## config.mk

```make
export PLATFORM = sky130hd
export DESIGN_NAME = lcd_cmd_sequencer
export DESIGN_NICKNAME = d
export VERILOG_FILES = /design/src/rtl/lcd_pkg.sv /design/src/rtl/sync_fifo.sv /design/src/rtl/lcd_cmd_sequencer.sv
export SDC_FILE = /design/constraint.sdc
export NUM_CORES = 1
export LEC_CHECK = 0
export ABC_AREA = 0
export CORE_AREA = 2 2 219 274
export DETAILED_ROUTE_END_ITERATION = 8
export DIE_AREA = 0 0 221 276
export DONT_BUFFER_PORTS = 1
export SLEW_MARGIN = 15
export SYNTH_ARGS = -nofsm -noshare
export SYNTH_HDL_FRONTEND = slang
export SYNTH_SLANG_ARGS = --single-unit
```

## constraint.sdc

```tcl
create_clock -name clk -period 2.9 [get_ports clk]
set_input_delay 0.435 -clock clk [delete_from_list [all_inputs] [get_ports clk]]
set_output_delay 0.435 -clock clk [all_outputs]
set_load 0.05 [all_outputs]
```

## src/rtl/lcd_pkg.sv

```systemverilog
// Shared types and constants for the LCD command sequencer.
package lcd_pkg;

  // Command codes understood by the LCD controller; 6 and 7 pass through as non-LOAD.
  typedef enum logic [2:0] {
    CMD_REFLASH = 3'd0,
    CMD_LOAD    = 3'd1,
    CMD_SHR     = 3'd2,
    CMD_SHL     = 3'd3,
    CMD_SHU     = 3'd4,
    CMD_SHD     = 3'd5
  } cmd_t;

  localparam int unsigned IMG_N     = 64;
  // Cycles after an issue or stream during which lcd_busy is not yet trusted.
  localparam int unsigned GUARD_CYC = 2;

  typedef enum logic [2:0] {
    StIdle,
    StIssue,
    StStream,
    StGuard,
    StWait
  } seq_state_e;

endpackage

```

## src/rtl/sync_fifo.sv

```systemverilog
// Synchronous FIFO with extra-bit pointers; a push into a full FIFO is taken
// when a pop happens in the same cycle.
module sync_fifo #(
  parameter int unsigned Width = 8,
  parameter int unsigned Depth = 8
) (
  input  logic             clk_i,
  input  logic             rst_i,
  input  logic             push_i,
  input  logic [Width-1:0] wdata_i,
  input  logic             pop_i,
  output logic [Width-1:0] rdata_o,
  output logic             full_o,
  output logic             empty_o
);

  localparam int unsigned AW = $clog2(Depth);
  localparam int unsigned PW = AW + 1;

  logic [PW-1:0]    wr_ptr_q, wr_ptr_d;
  logic [PW-1:0]    rd_ptr_q, rd_ptr_d;
  logic [Width-1:0] mem_q [Depth];
  logic             do_push, do_pop;

  // Status flags, handshake qualification and pointer advance.
  always_comb begin
    empty_o  = (wr_ptr_q == rd_ptr_q);
    full_o   = (wr_ptr_q[AW] != rd_ptr_q[AW]) && (wr_ptr_q[AW-1:0] == rd_ptr_q[AW-1:0]);
    do_pop   = pop_i && !empty_o;
    do_push  = push_i && (!full_o || do_pop);
    wr_ptr_d = wr_ptr_q + PW'(do_push);
    rd_ptr_d = rd_ptr_q + PW'(do_pop);
    rdata_o  = mem_q[rd_ptr_q[AW-1:0]];
  end

  // Pointer registers.
  always_ff @(posedge clk_i) begin
    if (rst_i) begin
      wr_ptr_q <= '0;
      rd_ptr_q <= '0;
    end else begin
      wr_ptr_q <= wr_ptr_d;
      rd_ptr_q <= rd_ptr_d;
    end
  end

  // Storage; contents need no reset since the pointers gate visibility.
  always_ff @(posedge clk_i) begin
    if (do_push) begin
      mem_q[wr_ptr_q[AW-1:0]] <= wdata_i;
    end
  end

endmodule

```

## src/rtl/lcd_cmd_sequencer.sv

```systemverilog
// Feeds queued host commands to the LCD controller, gating on lcd_busy, and
// streams the image store right after every LOAD.
module lcd_cmd_sequencer #(
  parameter int unsigned CMD_DEPTH = 8,
  parameter int unsigned IMG_N     = 64,
  parameter int unsigned DW        = 8
) (
  input  logic          clk,
  input  logic          reset,
  input  logic [2:0]    host_cmd,
  input  logic          host_cmd_valid,
  output logic          host_cmd_ready,
  input  logic          img_we,
  input  logic [5:0]    img_waddr,
  input  logic [DW-1:0] img_wdata,
  output logic          img_wready,
  input  logic          lcd_busy,
  output logic [2:0]    lcd_cmd,
  output logic          lcd_cmd_valid,
  output logic [DW-1:0] lcd_datain,
  output logic          seq_idle
);

  import lcd_pkg::*;

  localparam int unsigned PW = $clog2(IMG_N);
  localparam logic [PW-1:0] LastPix = PW'(IMG_N - 1);

  seq_state_e    state_q, state_d;
  logic [PW-1:0] pix_cnt_q, pix_cnt_d;
  logic [1:0]    guard_cnt_q, guard_cnt_d;
  logic [2:0]    lcd_cmd_q, lcd_cmd_d;
  logic          lcd_cmd_valid_q, lcd_cmd_valid_d;
  logic [DW-1:0] lcd_datain_q, lcd_datain_d;
  logic          img_wready_q, img_wready_d;
  logic [DW-1:0] img_q [IMG_N];

  logic       fifo_push, fifo_pop, fifo_full, fifo_empty;
  logic [2:0] fifo_rdata;

  sync_fifo #(
    .Width(3),
    .Depth(CMD_DEPTH)
  ) u_cmd_fifo (
    .clk_i  (clk),
    .rst_i  (reset),
    .push_i (fifo_push),
    .wdata_i(host_cmd),
    .pop_i  (fifo_pop),
    .rdata_o(fifo_rdata),
    .full_o (fifo_full),
    .empty_o(fifo_empty)
  );

  // The head leaves the FIFO in the issue cycle, which frees a slot for a same-cycle push.
  always_comb begin
    fifo_pop       = lcd_cmd_valid_q;
    host_cmd_ready = !fifo_full || fifo_pop;
    fifo_push      = host_cmd_valid && host_cmd_ready;
  end

  // Next-state and registered-output computation.
  always_comb begin
    state_d         = state_q;
    pix_cnt_d       = pix_cnt_q;
    guard_cnt_d     = guard_cnt_q;
    lcd_cmd_d       = '0;
    lcd_cmd_valid_d = 1'b0;
    lcd_datain_d    = '0;
    img_wready_d    = 1'b1;
    unique case (state_q)
      StIdle: begin
        if (!fifo_empty && !lcd_busy) begin
          state_d         = StIssue;
          lcd_cmd_valid_d = 1'b1;
          lcd_cmd_d       = fifo_rdata;
        end
      end
      StIssue: begin
        if (cmd_t'(lcd_cmd_q) == CMD_LOAD) begin
          state_d      = StStream;
          pix_cnt_d    = '0;
          lcd_datain_d = img_q[0];
          img_wready_d = 1'b0;
        end else begin
          state_d     = StGuard;
          guard_cnt_d = '0;
        end
      end
      StStream: begin
        if (pix_cnt_q == LastPix) begin
          state_d     = StGuard;
          guard_cnt_d = '0;
        end else begin
          pix_cnt_d    = pix_cnt_q + PW'(1);
          lcd_datain_d = img_q[pix_cnt_d];
          img_wready_d = 1'b0;
        end
      end
      StGuard: begin
        if (guard_cnt_q == 2'(GUARD_CYC - 1)) begin
          state_d = StWait;
        end else begin
          guard_cnt_d = guard_cnt_q + 2'd1;
        end
      end
      StWait: begin
        if (!lcd_busy) begin
          if (!fifo_empty) begin
            state_d         = StIssue;
            lcd_cmd_valid_d = 1'b1;
            lcd_cmd_d       = fifo_rdata;
          end else begin
            state_d = StIdle;
          end
        end
      end
      default: state_d = StIdle;
    endcase
  end

  // FSM state and registered outputs.
  always_ff @(posedge clk) begin
    if (reset) begin
      state_q         <= StIdle;
      pix_cnt_q       <= '0;
      guard_cnt_q     <= '0;
      lcd_cmd_q       <= '0;
      lcd_cmd_valid_q <= 1'b0;
      lcd_datain_q    <= '0;
      img_wready_q    <= 1'b1;
    end else begin
      state_q         <= state_d;
      pix_cnt_q       <= pix_cnt_d;
      guard_cnt_q     <= guard_cnt_d;
      lcd_cmd_q       <= lcd_cmd_d;
      lcd_cmd_valid_q <= lcd_cmd_valid_d;
      lcd_datain_q    <= lcd_datain_d;
      img_wready_q    <= img_wready_d;
    end
  end

  // Image store; survives reset, locked while a stream is reading it.
  always_ff @(posedge clk) begin
    if (img_we && img_wready_q) begin
      img_q[img_waddr] <= img_wdata;
    end
  end

  // Output drive.
  always_comb begin
    lcd_cmd       = lcd_cmd_q;
    lcd_cmd_valid = lcd_cmd_valid_q;
    lcd_datain    = lcd_datain_q;
    img_wready    = img_wready_q;
    seq_idle      = (state_q == StIdle) && fifo_empty;
  end

endmodule
```

==> impl_metrics.tcl <==
set metrics [dict create \
    vdd_drop_max_v 0.000521 \
    dieArea_um2 61000 \
    synthArstFlopShare_pct 0 \
    switching_share_pct 22.4 \
    yosys_warnings 0 \
    dr.pass1.iters 5 \
    layout.nets 1411 \
    syn2layout_area_growth_pct 15.5 \
    r2r_end "lcd_datain[3]" \
    r2r_start "pix_cnt_q[2]" \
    synth_area_leader_cell "edfxtp_1" \
    vias 12000 \
    crit_family "simple AND/OR/NAND/NOR gates" \
    fillCellCount 4961 \
    path_max_fanout 59 \
    rsz0062_at_grt "no" \
    post-route-util_pct 44.7 \
    switchingPower_mw 4.12 \
    hold_path.class "in2reg" \
    htreeDepth 2 \
    drive_above_1_share_pct 22.0 \
    die_h_um 276 \
    status "finished, final reports clean" \
    combPwrFrac_pct 9.1 \
    vias_per_cell 5.51 \
    grt_pass1_wl_um 81300 \
    cp.depth 7 \
    port-buffer-count 0 \
    p_leak_nw 8.15 \
    clk_latency_ns 0.61 \
    syn-cell-area_um2 22600 \
    synth_top_area_share_pct 71.3 \
    antenna_found_initial 2 \
    grt_max_degree 70 \
    p_clk_share_pct 41.4 \
    worstPathArrival_ns 3.30 \
    finalSetupViolCount 0 \
    grt_overflow 0 \
    r2r_cells 7 \
    pin_count 37 \
    synth_seq_cells 568 \
    maxSlewViolCount 0 \
    period_share_pct 95.8 \
    die_x_um 221 \
    powerDensity_nw_per_um2 706 \
    initial_core_util_pct 38.7 \
    regToRegSetupSlack_ns 0.12 \
    max-slew-margin-rel_pct 35.7 \
    ys_top_cells_by_count "536 x edfxtp_1, 176 x nand2_1, 102 x mux4_2, 93 x nor2_1, 56 x nand3_1" \
    seq_area_um2 16700 \
    endpoint_kind "register" \
    synth_cells 1307 \
    dp_hpwl_um 33300 \
    endpoint "lcd_datain[3]" \
    cts_root_buf "clkbuf_16" \
    syn-num-nets 1335 \
    core_area_um2 58300 \
    antenna_cells 0 \
    setup_ws_ns 0.122 \
    route.final.wire_length_um 54100 \
    cts_buffers 54 \
    hold_violations 0 \
    synth-seq-area-share_pct 74.2 \
    startpoint "pix_cnt_q[2]" \
    cts_max_path_buffers 3 \
    synth_flop_cell "edfxtp_1" \
    critPathSlowestCell "dfxtp_1" \
    gp_routability_congestion 0.856 \
    yosysMostFrequentCell "edfxtp_1" \
    clock_sinks 568 \
    path_cells "xor2_4, buf_12, mux4_2, mux2i_1, a32o_1, or4_1, nand3_1" \
    start_kind "register" \
    drtAntennaViolNets 0 \
    first_iter_violations 1348 \
    seqPwrFrac_pct 49.5 \
    grt_pass1_vias 12300 \
    crit_required_ns 3.42 \
    period_minus_slack_ns 2.78 \
    maxCapViolations 0 \
    drc 0 \
    yosysUniqueCellTypes 55 \
    wl_per_cell_um 24.8 \
    worstSetupPathType "reg2reg" \
    internal_power_mw 14.3 \
    synth_edf_count 536 \
    multi_input_area_um2 5410 \
    grt_usage_pct 17.8 \
    worstMarginPinSlew_ns 0.960 \
    dp_slack_ns -0.0547 \
    synth.top_cells.by_area "edfxtp_1 71%, mux4_2 10%, nand2_1 2.9%" \
    skew_ns 0.0258 \
    fp-row-count 99 \
    path_clk_slew_ns 0.07 \
    max_stage_delay_ns 0.68 \
    cts_tree "built" \
    crit_buf_inv 1 \
    fmax_mhz 360 \
    syn_avg_cell_area_um2 17.3 \
    holdWs_ns 0.0460 \
]
## placed cells by master, fill, tap and decap left out, types with 6 or more instances in the layout
cell       synthesis  final
a2111oi_0          8      6
a21oi_1            9      9
a31oi_1           35     35
a32o_1             8      8
a32oi_1           16     16
and2_0             6      6
and2_1             6      6
buf_12             0      6
buf_16             0      8
buf_4             19     86
bufinv_16          0     12
clkbuf_16          0     55
clkinv_1           0      7
clkinv_2           0     11
dfxtp_1           32     31
edfxtp_1         536    536
mux2i_1           36     36
mux4_2           102    102
nand2_1          176    176
nand3_1           56     56
nor2_1            93     93
nor2b_1           12     12
nor3_1             7      7
or2_2              7      7
or3b_2             6      6
or4_1              9      9
xnor2_1            7      7
## state kept, by name, indices dropped and copies added, names as in the netlist, 2 cells and up
name	count
pix_cnt_q	6
img_q	512
guard_cnt_q	2
lcd_cmd	3
u_cmd_fifo.rd_ptr_q	4
state_q	3
lcd_datain	8
u_cmd_fifo.wr_ptr_q	4
u_cmd_fifo.mem_q	24
## layout make-up
class | instances | share of cell area (%)
clock buffers | 60 | 5.35
clock inverters | 40 | 2.06
inverters | 5 | 0.0720
multi-input cells | 650 | 20.7
flip-flops and latches | 568 | 64.2
well taps | 757 | 3.63
repair buffers | 104 | 3.94
## worst min path at each step
stage                           start             to  slack [ns]  depth (start not counted)
after floorplan            state_q[2]     img_wready        0.43                          2
after global placement    img_q[0][6]  lcd_datain[6]        0.46                          2
after detailed placement  img_q[0][6]  lcd_datain[6]        0.48                          2
after CTS                       reset  lcd_cmd_valid        0.02                          2
after global routing            reset  lcd_cmd_valid        0.04                          2
final                           reset  lcd_cmd_valid        0.05                          2
## repair_timing
item / CTS / global route
setup buffers: 0 / 0
endpoints found under the hold margin: 556 / 0
resized for setup: 1 / 2
hold buffers: 12 / 0
setup endpoints to repair: 1 / 1
## power by group through the flow
stage	Combinational (mW)	Sequential, mW	Clock (mW)
floorplan	1.13	9.27	0
global placement	1.52	9.30	0
detailed placement	1.53	9.30	0
CTS	1.71	9.12	7.75
global route	1.80	9.13	8.08
finish	1.68	9.12	7.62
## metrics by stage
step	cells	total power [mW]	TNS (ns)	cell area, um2
after detailed placement	2072	10.8	-0.0547	23900
after CTS	2184	18.6	0	26100
after global placement	2072	10.8	-0.0724	23900
final	2184	18.4	0	26100
after global routing	2184	19.0	0	26100
after floorplan	1307	10.4	0	22600
## per-layer routing
layer / wire, um / track usage, % / up-vias
li1: - / - / 5270
met3: 3850 / 3.99 / 109
met4: 1840 / 6.32 / 0
met2: 26600 / 29.5 / 431
met1: 21800 / 23.2 / 6227
met5: 0 / 0 / -
## kinds of logic after synthesis
kind of cell	Yosys count	synth area share (%)
AO/OA/AOI/OAI	91	2.92
XOR/XNOR	12	0.582
adder cells (fa/ha/maj)	6	0.333
buffers and inverters	89	2.15
flip-flops	568	74.2
multiplexers	139	11.8
AND/OR/NAND/NOR	402	8.03
## worst register-to-register path, stage by stage, from the launching register on
cell and delay [ns]:
dfxtp_1 0.68, xor2_4 0.26, buf_12 0.31, mux4_2 0.34, mux2i_1 0.07, a32o_1 0.26, or4_1 0.57, nand3_1 0.19
(Power assumes the default switching activity.)
